[src/rtl/pool_pkg.sv]
// Shared definitions for the 2x2 max-pooling stage.
// Window geometry and the unsigned compare helper.
package pool_pkg;

  localparam int POOL_K      = 2;
  localparam int POOL_STRIDE = 2;

  // Widest pixel the compare helper accepts.
  localparam int ACT_W_MAX = 32;

  function automatic logic [ACT_W_MAX-1:0] max2(
    input logic [ACT_W_MAX-1:0] a,
    input logic [ACT_W_MAX-1:0] b
  );
    return (a >= b) ? a : b;
  endfunction

endpackage

[src/rtl/pool_line_buf.sv]
// Half-width line buffer: holds horizontal maxima of the even row.
// Synchronous write, combinational read, no reset.
module pool_line_buf #(
  parameter int W     = 9,
  parameter int DEPTH = 7,
  parameter int AW    = 3
) (
  input  logic          clk,
  input  logic          we,
  input  logic [AW-1:0] waddr,
  input  logic [W-1:0]  wdata,
  input  logic [AW-1:0] raddr,
  output logic [W-1:0]  rdata
);

  logic [W-1:0] mem_q [DEPTH];

  always_ff @(posedge clk) begin
    if (we) begin
      mem_q[waddr] <= wdata;
    end
  end

  assign rdata = mem_q[raddr];

endmodule

[src/rtl/max_pool_2x2.sv]
// Streaming 2x2 stride-2 max pool over a raster-order pixel stream.
// One pooled pixel per closed window, one cycle after the closing pixel.
module max_pool_2x2
  import pool_pkg::*;
#(
  parameter int ACT_BIT = 9,
  parameter int MAP_W   = 14,
  parameter int MAP_H   = 14
) (
  input  logic               clk,
  input  logic               rst,
  input  logic               in_valid,
  input  logic [ACT_BIT-1:0] in_act,
  output logic               out_valid,
  output logic [ACT_BIT-1:0] out_act,
  output logic               out_last
);

  localparam int CW    = $clog2(MAP_W);
  localparam int RW    = $clog2(MAP_H);
  localparam int LB_D  = MAP_W / POOL_STRIDE;
  localparam int LB_AW = (LB_D > 1) ? $clog2(LB_D) : 1;

  if (MAP_W < POOL_K || (MAP_W % 2) != 0 ||
      MAP_H < POOL_K || (MAP_H % 2) != 0 ||
      ACT_BIT > ACT_W_MAX || ACT_BIT < 1) begin : g_geom_chk
    $fatal(1, "max_pool_2x2: bad MAP_W/MAP_H/ACT_BIT");
  end

  logic [CW-1:0]      col_q, col_d;
  logic [RW-1:0]      row_q, row_d;
  logic [ACT_BIT-1:0] pair_q, pair_d;
  logic               out_valid_q, out_valid_d;
  logic [ACT_BIT-1:0] out_act_q, out_act_d;
  logic               out_last_q, out_last_d;

  logic               lb_we;
  logic [LB_AW-1:0]   lb_addr;
  logic [ACT_BIT-1:0] lb_rdata;
  logic [ACT_BIT-1:0] hmax;
  logic [ACT_BIT-1:0] wmax;
  logic               col_last;
  logic               row_last;
  logic               col_odd;
  logic               row_odd;

  assign col_last = (col_q == CW'(MAP_W - 1));
  assign row_last = (row_q == RW'(MAP_H - 1));
  assign col_odd  = col_q[0];
  assign row_odd  = row_q[0];
  assign lb_addr  = LB_AW'(col_q >> 1);

  assign hmax = ACT_BIT'(max2(ACT_W_MAX'(pair_q),
                              ACT_W_MAX'(in_act)));
  assign wmax = ACT_BIT'(max2(ACT_W_MAX'(hmax),
                              ACT_W_MAX'(lb_rdata)));

  pool_line_buf #(
    .W     (ACT_BIT),
    .DEPTH (LB_D),
    .AW    (LB_AW)
  ) u_line_buf (
    .clk   (clk),
    .we    (lb_we),
    .waddr (lb_addr),
    .wdata (hmax),
    .raddr (lb_addr),
    .rdata (lb_rdata)
  );

  always_comb begin
    col_d       = col_q;
    row_d       = row_q;
    pair_d      = pair_q;
    out_valid_d = 1'b0;
    out_act_d   = out_act_q;
    out_last_d  = 1'b0;
    lb_we       = 1'b0;

    if (in_valid) begin
      if (!col_odd) begin
        pair_d = in_act;
      end else if (!row_odd) begin
        lb_we = 1'b1;
      end else begin
        out_valid_d = 1'b1;
        out_act_d   = wmax;
        out_last_d  = col_last && row_last;
      end

      // Raster advance; the corner wraps both into a new frame.
      if (col_last) begin
        col_d = '0;
        row_d = row_last ? '0 : row_q + 1'b1;
      end else begin
        col_d = col_q + 1'b1;
      end
    end
  end

  always_ff @(posedge clk or posedge rst) begin
    if (rst) begin
      col_q       <= '0;
      row_q       <= '0;
      pair_q      <= '0;
      out_valid_q <= 1'b0;
      out_act_q   <= '0;
      out_last_q  <= 1'b0;
    end else begin
      col_q       <= col_d;
      row_q       <= row_d;
      pair_q      <= pair_d;
      out_valid_q <= out_valid_d;
      out_act_q   <= out_act_d;
      out_last_q  <= out_last_d;
    end
  end

  assign out_valid = out_valid_q;
  assign out_act   = out_act_q;
  assign out_last  = out_last_q;

endmodule

[config.mk]
export PLATFORM = sky130hd
export DESIGN_NAME = max_pool_2x2
export DESIGN_NICKNAME = d
export VERILOG_FILES = /design/src/rtl/pool_pkg.sv /design/src/rtl/pool_line_buf.sv /design/src/rtl/max_pool_2x2.sv
export SDC_FILE = /design/constraint.sdc
export NUM_CORES = 1
export LEC_CHECK = 0
export CORE_UTILIZATION = 55
export CTS_CLUSTER_SIZE = 12
export DETAILED_ROUTE_END_ITERATION = 12
export PLACE_DENSITY = 0.82
export SETUP_SLACK_MARGIN = 0.4
export SYNTH_ARGS = -nofsm -noshare
export SYNTH_HDL_FRONTEND = slang
export SYNTH_HIERARCHICAL = 1
export SYNTH_SLANG_ARGS = --single-unit
[constraint.sdc]
create_clock -name clk -period 7.3 [get_ports clk]
set_input_delay 1.095 -clock clk [delete_from_list [all_inputs] [get_ports clk]]
set_output_delay 1.095 -clock clk [all_outputs]
set_load 0.01 [all_outputs]
==> reports/metrics.cfg <==
[outcome]
outcome=finished clean

[power_and_ir_drop]
seqPwrFrac_pct=41.1
worst_ir_drop_vdd_mv=0.255
p_int_mw=1.22
power_switching_mw=0.720
p_sw_share_pct=37.1
power.density_mw_per_mm2=398
leakagePower_nw=1.91
power_frac_comb_pct=42.5
pwr-share-clk_pct=16.4

[drt]
ant_nets=0
met2WireLength_mm=4.07
first_iter_violations=135
wl_met1_mm=3.66
dr.pass1.iters=4
vias=2524
post_drt_wl_per_cell_um=18.3
drc=0
routed_wl_mm=8.07
met3WireLength_um=167
vias_per_cell=5.71
top_layer=met4

[worst_setup_path]
start_kind=input pin
end_kind=flip-flop
cpPeakStageDelay_ps=740
worst_path_most_repeated_cell=a21o_1
critPathBufInv=2
crit_chain=clkdlybuf4s50_1 -> inv_1 -> ha_1 -> a21o_1 -> a21o_1 -> a221oi_4 -> mux2_2 -> ha_1 -> and4_1 -> a21o_1 -> a221oi_1 -> nor2_1 -> a211o_2
worstSetupPathType=input pin to flip-flop
cp_data_arrival_time_ps=5550
slowest_stage=a221oi_1
path_max_fanout=11
cp.required_ps=7560
crit_family=compound AO/OA/AOI/OAI gates

[logic_synthesis]
synthSimpleGateAreaFrac_pct=8.99
yosysWarnings=6
synth_compound_area_share_pct=11.4
syn-num-nets=342
synth_top_family_by_area=multiplexers
synth.top_cells.by_area=edfxtp_1, dfrtp_1, ha_1
seq_area_frac_synth_pct=58.9
netlist_area_mm2=0.00440
synthMuxAreaShare_pct=11.5
synth_top_cell_by_area=edfxtp_1
synth_cell_type_count=37
synth_edf_count=63
synth_common_cells=edfxtp_1, dfrtp_1, inv_1, mux2i_1, ha_1
synth_cells=312
syn_avg_cell_area_um2=14.1
synth-adder-area-share_pct=5.12
ys_ff_latch=91
synth_top_area_share_pct=43.0
synth-xor-area-share_pct=0.398
ys.flop_type=edfxtp_1
synth_most_common_cell=edfxtp_1
async_reset_ff_share_pct=30.8

[placement]
gp_congestion=0.804
dpl.hpwl_mm=5.42
port_buffers=22
place_ws_ps=1700

[cts]
clock-sinks=91
ctsHtreeMaxLevel=3
cts_resized=0
cts_buffer_depth=2
cts_tree=done
postCtsHoldBufs=0
post_cts_buffers=0
numCtsBuffers=9
clk_pin_slew_ps=90
clock_latency_ps=360
cts_root_buf=clkbuf_8

[sta]
finalCritPeriodShare_pct=72.5
fin_setup_tns_ps=0
setup_viol=0
maxSlewViolCount=0
skew_ps=12.2
fin_crit_ps=5290
timing.final.ws_setup_ps=2010
max_freq_mhz=189
hold_violations=0
slew_headroom_pct=27.9
rsz0062_at_grt=no
worst_pin_slew_ps=1080

[finish]
antenna_cells=0
final_net_count=365
area_growth_pct=10.8
drive_gt1_share_pct=21.2
final_util_pct=63.1

[grt]
grt_usage_pct=21.0
grt_pass1_vias=2478
grt_max_degree=43
gr-total-overflow=0
antenna_found_initial=0
grt_pass1_wl_mm=12.7

[floorplan]
core_mm2=0.00773
initial_core_util_pct=56.9
ioPinCount=23
fp.dieW_um=91.4
rows=32
dieArea_mm2=0.00836
die_h_um=91.4

[min_path]
hp-class=flip-flop to flip-flop

[flow_run]
max-cap-violations=0

[worst register-to-register path, stage by stage (launching register included)]
cell      delay (ps)
dfrtp_1          410
ha_1             310
a21o_1           190
a21o_1           200
a221oi_4         540
mux2_2           480
ha_1             330
and4_1           230
a21o_1           180
a221oi_1         740
nor2_1           310
a211o_2          400
[placed cells by master (no fill, tap or decap), types with 5 or more instances in the layout]
cell	netlist	routed
mux2_2	16	16
nand2_1	17	17
o211ai_2	10	10
nand3_1	5	5
nand2b_1	13	13
clkbuf_8	0	9
and3_1	8	8
edfxtp_1	63	63
nor2b_1	10	10
o221ai_2	9	9
o21ai_0	10	10
inv_1	20	20
clkdlybuf4s50_1	0	22
ha_1	18	18
nor2_1	11	11
mux2_4	9	9
a211o_2	8	8
mux2i_1	19	19
dfrtp_1	28	27
[per-layer routing]
layer	vias to the layer above	global-route usage (%)
li1	1205	-
met1	1277	26.8
met2	30	34.5
met3	12	4.27
met4	0	9.79
met5	-	0
[cell type report]
type | instances | area, µm²
Tap cell | 102 | 128
Multi-Input combinational cell | 189 | 1650
Clock inverter | 5 | 36.3
Timing Repair Buffer | 24 | 235
Fill cell | 566 | 2850
Sequential cell | 91 | 2590
Clock buffer | 11 | 153
Inverter | 20 | 75.1
[sequential cells by signal, summed over array words and instances, names as in the netlist]
| signal | flops |
|---|---|
| u_line_buf/mem_q | 63 |
| pair_q | 9 |
| col_q | 4 |
| out_valid | 1 |
| out_last | 1 |
| row_q | 4 |
| out_act | 9 |
[power by group through the flow]
stage,combinational (mW),sequential [mW],clock [mW]
3_5_place_dp,0.827,0.808,0
5_1_grt,0.915,0.810,0.347
4_1_cts,0.832,0.798,0.329
2_1_floorplan,0.634,0.780,0
3_3_place_gp,0.784,0.805,0
6_report,0.826,0.798,0.317
[worst paths after layout]
check                      startpoint          to  slack [ps]  cells after the start
setup / recovery            in_act[6]  out_act[6]        2010                     13
hold / removal               col_q[0]    col_q[0]         510                      1
setup reg to reg            pair_q[6]  out_act[6]        2890                     11
hold reg to reg              col_q[0]    col_q[0]         510                      1
max in group asynchronous         rst    col_q[3]        5300                      2
min in group asynchronous         rst   pair_q[6]        1280                      2
[cells by family after synthesis]
family | count (synthesis)
AND/OR/NAND/NOR | 75
buffers and inverters | 32
multiplexers | 44
flip-flops | 91
XOR/XNOR | 2
AO/OA/AOI/OAI | 50
adder cells (fa/ha/maj) | 18
[stage by stage]
step | area [µm²] | instances | hold slack, ps | total power [mW]
floorplan | 4400 | 312 | 474 | 1.41
global placement | 4690 | 426 | 490 | 1.59
detailed placement | 4690 | 426 | 501 | 1.64
CTS | 4870 | 442 | 518 | 1.96
global route | 4870 | 442 | 531 | 2.07
finish | 4870 | 442 | 513 | 1.94
Note: power is estimated with default switching activity, not from simulation.
